$ cat src/rtl/df_pkg.sv
// rtl/df_pkg.sv - shared widths, limits and FSM state type for the filter tap accumulator
package df_pkg;

    localparam int DF_W = 9;
    localparam logic signed [DF_W-1:0] DF_MAX = 9'sd255;
    localparam logic signed [DF_W-1:0] DF_MIN = -9'sd256;

    typedef enum logic [1:0] {
        IDLE  = 2'd0,
        ACCUM = 2'd1,
        DONE  = 2'd2
    } df_acc_state_t;

endpackage

$ cat src/rtl/df_adder_subtractor.sv
// rtl/df_adder_subtractor.sv - 9-bit adder/subtractor: out = a + (b ^ {9{sub}}) + sub
module df_adder_subtractor
    import df_pkg::*;
(
    input  logic [DF_W-1:0] a,
    input  logic [DF_W-1:0] b,
    input  logic            sub,
    output logic [DF_W-1:0] out
);

    assign out = a + (b ^ {DF_W{sub}}) + {{(DF_W-1){1'b0}}, sub};

endmodule

$ cat src/rtl/df_tap_accumulator.sv
// rtl/df_tap_accumulator.sv - frame accumulator of signed 9-bit terms with valid/ready output
// Optional build macro DF_ACC_SATURATE_EN clamps overflowing steps instead of wrapping.
module df_tap_accumulator
    import df_pkg::*;
#(
    parameter  int MAX_TAPS = 8,
    localparam int CW       = $clog2(MAX_TAPS) + 1
) (
    input  logic                   clk,
    input  logic                   rst_n,
    input  logic                   in_valid,
    input  logic signed [DF_W-1:0] in_data,
    input  logic                   in_sub,
    input  logic                   in_last,
    output logic                   in_ready,
    output logic                   out_valid,
    input  logic                   out_ready,
    output logic signed [DF_W-1:0] acc_out,
    output logic [CW-1:0]          tap_count,
    output logic                   ovf,
    output logic                   overrun
);

    df_acc_state_t          state_q;
    logic signed [DF_W-1:0] acc_q;
    logic [CW-1:0]          tap_q;
    logic                   ovf_q;
    logic                   overrun_q;
    logic                   out_valid_q;

    logic [DF_W-1:0]        op_a;
    logic [DF_W-1:0]        op_b_eff;
    logic [DF_W-1:0]        sum;
    logic                   step_ovf;
    logic signed [DF_W-1:0] acc_d;
    logic [CW-1:0]          tap_d;
    logic                   hit_max;

    // A new frame starts from zero, so the first term never sees a stale sum.
    assign op_a = (state_q == IDLE) ? '0 : acc_q;

    df_adder_subtractor u_addsub (
        .a   (op_a),
        .b   (in_data),
        .sub (in_sub),
        .out (sum)
    );

    assign op_b_eff = in_data ^ {DF_W{in_sub}};
    assign step_ovf = (op_a[DF_W-1] == op_b_eff[DF_W-1]) && (sum[DF_W-1] != op_a[DF_W-1]);

`ifdef DF_ACC_SATURATE_EN
    // Both operands share a sign on overflow, so op_a's sign gives the clamp direction.
    assign acc_d = step_ovf ? (op_a[DF_W-1] ? DF_MIN : DF_MAX) : $signed(sum);
`else
    assign acc_d = $signed(sum);
`endif

    assign tap_d   = (state_q == IDLE) ? CW'(1) : tap_q + CW'(1);
    assign hit_max = (tap_d == CW'(MAX_TAPS));

    assign in_ready  = (state_q != DONE);
    assign out_valid = out_valid_q;
    assign acc_out   = acc_q;
    assign tap_count = tap_q;
    assign ovf       = ovf_q;
    assign overrun   = overrun_q;

    always_ff @(posedge clk) begin
        if (!rst_n) begin
            state_q     <= IDLE;
            acc_q       <= '0;
            tap_q       <= '0;
            ovf_q       <= 1'b0;
            overrun_q   <= 1'b0;
            out_valid_q <= 1'b0;
        end else begin
            case (state_q)
                IDLE: begin
                    if (in_valid) begin
                        acc_q     <= acc_d;
                        tap_q     <= tap_d;
                        ovf_q     <= step_ovf;
                        overrun_q <= 1'b0;
                        if (in_last) begin
                            state_q     <= DONE;
                            out_valid_q <= 1'b1;
                        end else begin
                            state_q <= ACCUM;
                        end
                    end
                end
                ACCUM: begin
                    if (in_valid) begin
                        acc_q <= acc_d;
                        tap_q <= tap_d;
                        ovf_q <= ovf_q | step_ovf;
                        if (in_last) begin
                            state_q     <= DONE;
                            out_valid_q <= 1'b1;
                        end else if (hit_max) begin
                            state_q     <= DONE;
                            out_valid_q <= 1'b1;
                            overrun_q   <= 1'b1;
                        end
                    end
                end
                DONE: begin
                    if (out_ready) begin
                        state_q     <= IDLE;
                        out_valid_q <= 1'b0;
                    end
                end
                default: begin
                    state_q     <= IDLE;
                    out_valid_q <= 1'b0;
                end
            endcase
        end
    end

endmodule

$ cat config.mk
export PLATFORM = sky130hd
export DESIGN_NAME = df_tap_accumulator
export DESIGN_NICKNAME = d
export VERILOG_FILES = /design/src/rtl/df_pkg.sv /design/src/rtl/df_adder_subtractor.sv /design/src/rtl/df_tap_accumulator.sv
export SDC_FILE = /design/constraint.sdc
export NUM_CORES = 1
export LEC_CHECK = 0
export ABC_AREA = 1
export CORE_ASPECT_RATIO = 1.4
export CORE_UTILIZATION = 51
export CTS_BUF_LIST = sky130_fd_sc_hd__clkbuf_4 sky130_fd_sc_hd__clkbuf_8
export DETAILED_ROUTE_END_ITERATION = 6
export GPL_TIMING_DRIVEN = 0
export HOLD_SLACK_MARGIN = 0.02
export PLACE_DENSITY = 0.83
export REMOVE_ABC_BUFFERS = 1
export SKIP_LAST_GASP = 1
export SYNTH_ARGS = -nofsm -noshare
export SYNTH_HDL_FRONTEND = slang
export SYNTH_SLANG_ARGS = --single-unit
$ cat constraint.sdc
create_clock -name clk -period 2.12 [get_ports clk]
set_input_delay 0.424 -clock clk [delete_from_list [all_inputs] [get_ports clk]]
set_output_delay 0.424 -clock clk [all_outputs]
set_load 0.01 [all_outputs]
# --- After elaboration in Yosys (flattened, before gate mapping) ---
# Cells that the tools add are included.
word_totals:
  out_inout_bits: 17
  input_bits: 15
  reg_bits: 18
op_classes:
  n_addsub: 3
  muxes: 23
  bitwise_logic: 2
  reduce_logical: 9
  eq_ne: 13
op_table:
  columns: ["operator", "count"]
  rows:
  - ["2-bit != test, second input constant", 7]
  - ["2-bit two-way mux", 6]
  - ["1-bit two-way mux", 11]
  - ["5-bit AND reduction", 2]
  - ["9-bit by 1-bit adder with 9-bit output", 1]
  - ["9-bit adder", 1]
  - ["9-bit two-way mux", 1]
  - ["9-bit XOR", 1]
  - ["2-bit case mux with 3 select lines", 1]
  - ["4-bit by 1-bit adder with 4-bit output, second input constant", 1]
  - ["4-bit equality test, second input constant", 1]
  - ["4-bit two-way mux", 1]
  - ["1-bit case mux with 2 select lines", 2]
  - ["4-bit AND reduction", 1]
  - ["3-bit != test, second input constant", 1]
  - ["1-bit case mux with 3 select lines", 1]
  - ["3-bit AND reduction", 1]
  - ["2-bit by 1-bit equality test with 1-bit output, second input constant", 1]
  - ["2-bit equality test, second input constant", 1]
  - ["2-bit zero test", 1]
  - ["2-bit AND reduction", 1]
  - ["2-bit nonzero test", 1]
  - ["2-bit OR reduction", 1]
  - ["1-bit equality test", 1]
  - ["other kinds (3)", 3]

# --- Longest topological paths before layout ---
# Gate-level depths: netlist (run 1).
logic_depth:
  ltp_word: 9
  ltp_mapped: 13
  mapped_depth_nobuf: 12

# --- Modules after synthesis ---
# Synthesis (run 1) repeated with hierarchy kept, for this count alone.
unflattened:
  cells_unflattened: 213
  area_unflattened_um2: 1420.1
modules_own_cells:
  columns: ["module", "area_each_um2", "cells_per_inst", "n_inst", "seq_area_each_um2"]
  rows:
  - ["df_tap_accumulator", 893.4, 124, 1, 360.3]
  - ["df_adder_subtractor", 526.8, 89, 1, 0.0]

# --- Least setup slack after synthesis (run 1) ---
# Ideal clock, no wire load.
synth_path:
  kind: "in2reg"
  startpoint: "in in_sub"
  endpoint: "reg acc_q[6] (netlist: acc_out[6])"
  arrival_ns: 1.798
  setup_ns: 0.116
  slack_ns: 0.206
  path_stages: 10
  required_ns: 2.004
  cell_sequence: "buf_4 xor2_1 fa_1 nand3_1 nand2_1 a21oi_1 or2_2 nand3_1 o211ai_1 inv_1"
synth_between:
  elab_chain_len: 3
synth_rtl:
  columns: ["item", "line_no", "text"]
  rows:
  - ["start, declared", "df_tap_accumulator.sv:13", "input logic in_sub,"]
  - ["9-bit XOR", "df_adder_subtractor.sv:11", "assign out = a + (b ^ {DF_W{sub}}) + {{(DF_W-1){1'b0}}, sub};"]
  - ["9-bit adder", "df_adder_subtractor.sv:11", null]
  - ["9-bit by 1-bit adder with 9-bit output *", "df_adder_subtractor.sv:11", null]
  - ["end signal, assigned", "df_tap_accumulator.sv:72", "acc_q <= '0;"]
  - ["end signal, assigned", "df_tap_accumulator.sv:81", "acc_q <= acc_d;"]
  - ["end signal, assigned", "df_tap_accumulator.sv:95", "acc_q <= acc_d;"]
  - ["end, declared", "df_tap_accumulator.sv:25", "logic signed [DF_W-1:0] acc_q;"]
# Mark *: on every way between the ends. The rest lies on a longest branch, timed or not.
# A chain may end at the register's enable or synchronous reset.

# --- Final worst setup path (run 1) ---
layout_path:
  startpoint: "reg state_q[1]"
  endpoint: "reg acc_q[6] (netlist: acc_out[6])"
layout_between:
  elab_chain_len: 4
  elab_cells_between_ends: 7
layout_rtl:
  columns: ["item", "line_no", "text"]
  rows:
  - ["start, declared", "df_tap_accumulator.sv:24", "df_acc_state_t state_q;"]
  - ["start signal, assigned", "df_tap_accumulator.sv:71", "state_q <= IDLE;"]
  - ["start signal, assigned", "df_tap_accumulator.sv:86", "state_q <= DONE;"]
  - ["start signal, assigned", "df_tap_accumulator.sv:89", "state_q <= ACCUM;"]
  - ["2-bit zero test", "df_tap_accumulator.sv:40, df_tap_accumulator.sv:78", null]
  - ["9-bit two-way mux", "df_tap_accumulator.sv:40", "assign op_a = (state_q == IDLE) ? '0 : acc_q;"]
  - ["9-bit adder", "df_adder_subtractor.sv:11", null]
  - ["9-bit by 1-bit adder with 9-bit output", "df_adder_subtractor.sv:11", null]
# Parallel ways exist; a longest one is shown, timed or not.

==> results of run 1 <==
-- per-stage QoR --
step                      util, %  total power [W]  instances
after global routing         71.3          0.00113        242
final                        71.3          0.00107        242
after floorplan                 -         0.000653        179
after detailed placement     66.7         0.000806        233
after global placement       66.7         0.000790        233
after CTS                    68.9          0.00103        239
-- power breakdown --
| part | internal (W) | switching [W] | total (W) |
|---|---|---|---|
| registers | 0.000375 | 0.0000293 | 0.000404 |
| clock network | 0.000105 | 0.000118 | 0.000222 |
| logic | 0.000205 | 0.000235 | 0.000440 |
| total | 0.000685 | 0.000382 | 0.00107 |
-- cells in the final DEF, fill, tap and decap left out, drive strengths merged --
cell type and n:
nand2 35, clkdlybuf4s50 30, inv 27, nor2 22, a21oi 20, dfxtp 18, o21ai 13, xor2 10
nand3 10, ha 8, buf 5, clkbuf 4, xnor2 3, or2 3, nand4 2, a211oi 2
a31oi 2, o211ai 1, a21o 1, a32oi 1, fa 1, clkdlybuf4s15 1
-- cell type report --
type | count | area [um^2] | area share (%)
Timing Repair Buffer | 36 | 353 | 20.9
Sequential cell | 18 | 364 | 21.6
Tap cell | 23 | 28.8 | 1.71
Clock buffer | 4 | 36.3 | 2.15
Multi-Input combinational cell | 134 | 802 | 47.6
Inverter | 27 | 101 | 6.01
-- flip-flops by register name (all words and copies together) (netlist names) --
name,cells
state_q,2
overrun,1
tap_count,4
out_valid,1
ovf,1
acc_out,9
-- critical path: stages (launching register included) --
cell	delay, ns
dfxtp_4	0.37
nor2_4	0.22
buf_6	0.14
nor2_4	0.03
nand2_2	0.05
o21ai_2	0.07
fa_2	0.35
nand3_1	0.09
nand2_2	0.10
a21oi_2	0.14
or2_2	0.12
nand3_1	0.06
o211ai_1	0.10
inv_1	0.05
-- path summary, 6_finish.rpt --
check,startpoint,to,slack [ns],cells after the start
worst min-delay path,out_valid,out_valid,0.48,2
worst max-delay path,state_q[1],acc_out[6],0.12,13
worst min register to register,out_valid,out_valid,0.48,2
worst max register to register,state_q[1],acc_out[6],0.12,13
-- logic make-up (layout without fill, tap and decap cells) --
family          Yosys count  in the layout  share of synthesized area, %
simple gates             72             72                          25.3
compound gates           40             40                          17.3
flops                    18             18                          28.3
xor+xnor                 13             13                          8.94
buf+inv                  31             67                          10.7
fa+ha+maj                 9              9                          9.43
-- layer usage --
metal | global-route usage (%) | wire length, um | share of wire [%] | up-vias
met5 | 0 | 0 | 0 | -
met4 | 11.7 | 102 | 3.3 | 0
met3 | 2.35 | 117 | 3.8 | 8
met2 | 44.7 | 1670 | 54 | 43
met1 | 22.7 | 1190 | 39 | 591
li1 | - | - | - | 662
-- timing repair --
item / CTS / global route
hold endpoints to repair: 0 / 0
gates resized for setup: 3 / 9
buffers inserted: 2 / 3
pin swaps: 1 / 2
gates cloned: 0 / 0
endpoints found under the setup margin: 7 / 5
==> flow_results.org, run 1 <==
** Outcome
- The flow ran to the end, but the final reports show violations.
- Violated checks :: DRC

** Layout
- 0 antenna diodes ended up in the layout.
- # fillers :: 215
- Design area :: 1690 um^2
- The area growth from synthesis to layout is 32.3%.
- The post-route netlist has 12.8% of its cells at a drive strength greater than 1.
- Post-layout nets :: 244

** STA
- The max-slew violation count was 0.
- Remaining max-slew budget at the tightest pin :: 70.5%
- Final setup violation count :: 0
- Peak Freq :: 500 MHz
- Shortest period the worst path allows :: 2.00 ns
- Across all hold checks on the routed design, the worst slack comes to 0.475 ns.
- The worst path meets setup with 0.121 ns of slack.
- For the pin with the worst max-slew slack, the measured transition is 0.442 ns.
- The total count of hold-check failures in the final report is 0.
- RSZ-0062 raised after global routing :: no
- Of the available clock period, the critical path in the final layout requires 94.3%.
- Post-Route Skew :: 0.00760 ns
- Summed over all failing endpoints, the final setup total negative slack is 0 ns.

** Synthesis
- The share of synthesized area in the top cell type comes to 28.3%.
- Summing every instance area after synthesis gives 1270 um^2.
- After synthesis the netlist holds a flip-flop and latch count of 18.
- Portion of the post-synthesis area used by sequential elements :: 28.3%
- In this run, synthesis inferred 0 flip-flops with an integrated enable.
- Async SR Flop Fraction :: 0%
- By count the netlist is led by 31 x nand2_1, 25 x inv_1, 20 x a21oi_1, 19 x nor2_1, 18 x dfxtp_1.
- Of all cell types, the one taking the most synthesized area is dfxtp_1.
- In this run, distinct cell masters in the synthesized netlist total 28.
- Sorting the synthesized cells by area gives the leading types as dfxtp_1 28%, nand2_1 9.1%, a21oi_1 7.9%.
- For this run, the leading register cell type out of synthesis is dfxtp_1.
- Library cell with the highest instance count after synthesis :: nand2_1
- Synthesized area per cell :: 6.96 um^2
- Number of standard cells after synthesis :: 183
- Yosys warnings :: 0

** Die
- Chip width :: 44.2 um
- After floorplanning, the core was sized to cover 2360 um^2.
- Cell row count :: 21
- Die Area :: 2700 um^2
- IO Pins :: 32
- The die is 61.1 um tall.
- Once the floorplan was initialized, standard cells occupied 53.9% of the core.

** Clock network
- Clock Tree Buf Depth :: 2
- In this run the number of H-tree levels came out at 1.
- At the later pin of the worst-skew pair, clock insertion delay measures 0.30 ns.
- After clock tree synthesis, the flow added hold-fix buffers numbering 0.
- Clock tree synthesis inserted a total of 3 buffers.
- TritonCTS built the clock tree.
- The tree is rooted in a clkbuf_4.
- Num Clock Sinks :: 18
- After clock tree synthesis, the clock-pin slew on the worst setup and hold paths is 0.12 ns.

** Place
- Final weighted congestion in routability-driven placement :: 0.770
- Number of buffers inserted by port buffering :: 31
- Worst Setup Slack post-DPL :: -0.578 ns
- DP Area :: 1580 um^2
- Detailed placement finished with a half-perimeter wire length of 2.16 mm.

** Power and ir drop
- In this run the power density over the cells is 633 nW/um^2.
- The worst-case IR drop observed on VDD is 0.000419 V.
- In this run the static leakage power is 0.781 nW.

** Global route
- Remaining global-route overflow :: 0
- Number of global-route vias before repair :: 1149
- The first global-routing pass estimated 4.55 mm of wire.
- Global routing used 22.6% of the available tracks across all layers.
- Pin count of the biggest net entering global routing :: 20
- Number of antenna violations at the first check in global routing :: 0

** Drt
- The first TritonRoute pass finished after 6 iterations.
- Via count normalized by instance count :: 5.39
- Dividing the detail-routed wire length by the instance count gives 12.7 um.
- Residual DRC count :: 2
- In this run the remaining antenna-violating nets after routing total 0.
- Aggregate routed wire length :: 3.08 mm
- Detailed routing inserted a total of 1304 vias.
- The detailed router finished its first iteration with 34 violations.

** Worst setup path
- Of all nets on the critical path, the largest fanout is 8.
- Worst Path Arrival :: 2.21 ns
- The worst setup path is captured at a flop.
- The worst setup path is launched from a flop.
- Critical setup path kind :: flop to flop
- STA puts the critical path data required time at 2.33 ns.

** Run
- The tool flagged a number of max-cap violations equal to 0.

** Hold path
- The path class of the tightest hold or removal check is flop to flop.
Note: power is estimated with default switching activity, not from simulation.
==> inputs of run 2 (changes only) <==
CTS_CLUSTER_SIZE = 28   (was not set)
==> results of run 2 <==
The final DEF is identical to that of run 1; final timing and power are the same.
==> inputs of run 3 (changes only) <==
CORE_UTILIZATION = 54   (was 51)
PLACE_DENSITY = 0.87   (was 0.83)
clock period = 2.32 ns   (was 2.12 ns; I/O delays follow)
==> flow_results.org, run 3 (synthesis gave the netlist of run 1 again) <==
** Layout
- Non-filler instance count after layout :: 236 (-2.5%)
- Design area :: 1610 um^2 (-4.6%)
- Share of post-route cells with drive strength above 1 :: 7.94% (-4.8 points)
- The flip-flop count of the largest register, all copies and words added was 9 (unchanged).
- The total number of nets in the final design was 239 (-2.0%).
- The library cell used most frequently in the layout, excluding fill and tap cells, is nand2_1.
- Utilization after layout :: 73.0% (+1.7 points)
- The number of diodes added for antenna fixing was 0 (unchanged).
- The area growth from synthesis to layout is 26.2%.
- Commonest non-fill, non-tap cells in the layout :: 31 x nand2_1, 30 x clkdlybuf4s50_1, 25 x inv_1, 20 x a21oi_1, 19 x nor2_1

** Drt
- The final wirelength came to 2.63 mm (-15%).
- Drt first-iter violations :: 39 (+15%)
- The detail-routed net length per standard cell is 11.2 um (-12%).
- Residual DRC count :: 0 (-2)
- The first-pass detailed-route iteration total is 4 (-2).
- Number of nets with antenna violations after detailed routing :: 0 (unchanged)
- The total vias in the final route came to 1274 (-2.3%).
- The detail-routed via count per cell came to 5.40 (+0.18%).

** Clock network
- In this run the clock root is driven by a clkbuf_4.
- The CTS buffer count was 3 (unchanged).
- Clock Latency Late Sink :: 0.29 ns (about the same)
- Number of H-tree levels :: 1 (unchanged)
- Num Clock Sinks :: 18 (unchanged)
- The clock-pin slew of the registers on the worst-case setup and hold paths was 0.10 ns (-0.02 ns).
- Clock Tree Buf Depth :: 2 (unchanged)
- TritonCTS built the clock tree.

** Worst setup path
- Largest stage delay, worst path :: 0.47 ns (+0.10 ns)
- STA classifies the critical path endpoint as a flop.
- Critical setup path kind :: flop to flop
- Largest fanout on the critical path :: 10 (+2)
- Worst Path Arrival :: 2.34 ns (+0.13 ns)
- The required arrival time at the worst endpoint came to 2.51 ns (+0.18 ns).
- Counting stages on the worst path, the most repeated cell is nand3_1.
- In this run the worst setup path begins at state_q[1].
- The slowest stage of the critical path belongs to the cell fa_1.
- Family with the most delay on the worst path :: simple AND/OR/NAND/NOR gates
- Launching point of the worst reg2reg path :: state_q[1]
- Nature of the critical path startpoint :: flop
- The critical path buffer and inverter count was 1 (-1).
- Walking the worst path, the cells encountered are nor2_4 -> nor2_1 -> fa_1 -> nand3_1 -> nand2_1 -> a21oi_1 -> or2_2 -> nand3_1 -> o211ai_1 -> inv_1.

** Outcome
- The flow ran to the end, and the final reports show no timing, DRC or antenna violations.

** STA
- The highest clock rate came to 464 MHz (-7.2%).
- Setup repair after global routing left no endpoint under its margin.
- Remaining max-slew budget at the tightest pin :: 53.3% (-17 points)
- Shortest period the worst path allows :: 2.15 ns (+0.155 ns)
- The minimum hold slack was 0.464 ns (-0.0110 ns).
- Post-Route Skew :: 0.00433 ns (-0.00327 ns)
- Worst-case setup margin in the final layout :: 0.166 ns (+0.0449 ns)
- The total count of hold-check failures in the final report is 0 (unchanged).
- The slew at the pin with the worst max-slew slack came to 0.700 ns (+0.258 ns).
- Final Max Slew Viols :: 0 (unchanged)
- The number of failing setup endpoints in the final timing report came to 0 (unchanged).
- Final clock period utilization by the worst path :: 92.8% (-1.4 points)

** Global route
- Remaining global-route overflow :: 0 (unchanged)
- The number of global-route vias before repair was 1170 (+1.8%).
- Pin count of the biggest net entering global routing :: 20 (unchanged)
- The number of antenna violations at the first check in global routing came to 0 (unchanged).
- The first-pass GRT wire length was 4.58 mm (+0.59%).
- The all-layer global routing usage came to 23.2% (+0.56 points).

** Hold path
- The worst hold path begins at out_valid.
- Min-Delay Path Class :: flop to flop

** Die
- The width of the die came to 43.0 um (-2.7%).
- The number of rows created at floorplan is 20 (-4.8%).
- IO Pins :: 32 (unchanged)
- Effective utilization at floorplan :: 57.8% (+4.0 points)
- The die footprint is 2560 um^2 (-5.3%).
- The overall die height came to 59.5 um (-2.7%).
- The floorplan core area was 2200 um^2 (-6.9%).

** Place
- Half-perimeter wire length after detailed placement :: 2.08 mm (-3.6%)
- Placed cells :: 232 (-0.43%)
- The area of placed instances is 1580 um^2 (about the same).
- The number of buffers added on ports came to 31 (unchanged).
- Final weighted congestion in routability-driven placement :: 0.831 (+8.0%)
- Worst Setup Slack post-DPL :: -0.443 ns (+0.135 ns)

** Power and ir drop
- Ratio of total power to cell area :: 570 nW/um^2 (-9.9%)
- The total leakage power was 0.753 nW (-3.6%).
- The worst supply voltage drop on vdd was 0.000357 V (-15%).

** Run
- Total of max-cap violations :: 0 (unchanged)
## run 3: changes by cell type in the layout (fill, tap and decap cells not counted), sizes merged
cell,previous run,this run
buf,5,0
clkbuf,4,5
clkdlybuf4s15,1,0
## run 3: path summary, 6_finish.rpt
| check | end | slack [ns] | cells past startpoint |
|---|---|---|---|
| max reg2reg | acc_out[6] | 0.17 | 10 |
| max | acc_out[6] | 0.17 | 10 |
| min | out_valid | 0.46 | 2 |
| min reg2reg | out_valid | 0.46 | 2 |
## run 3: tightest hold or removal path, cell delays in order, from the launching register on
cell and delay [ns]:
dfxtp_1 0.32, nand2_1 0.06, a21oi_1 0.05
## run 3: power by group
group	leakage [nW]	internal [W]	total (W)	switching (W)
registers	0.149	0.000342	0.000370	0.0000279
logic	0.583	0.000163	0.000354	0.000191
clock network	0.0210	0.0000956	0.000192	0.0000965
## run 3: cell type report
cell class                      count  area (um^2)
Inverter                           27          101
Multi-Input combinational cell    134          777
Sequential cell                    18          360
Tap cell                           22         27.5
Clock buffer                        4         36.3
Timing Repair Buffer               31          305
Fill cell                         187          594
## run 3: per-layer routing
layer  routed length [um]  up-vias  track usage, %
li1                     -      655               -
met1                 1140      577            25.0
met2                 1370       38            42.6
met3                   85        4            2.13
met4                   44        0            14.7
met5                    0        -               0
## run 3: repair_timing
action | in CTS | in global routing
hold buffers | 0 | 0
resized for setup | 1 | 2
endpoints found under the setup margin | 4 | 1
setup buffers | 0 | 0
## run 3: stage by stage
stage               TNS [ns]  power [W]
floorplan                  0   0.000596
global placement       -1.77   0.000722
detailed placement     -2.16   0.000732
CTS                        0   0.000926
global route               0   0.000991
finish                     0   0.000917
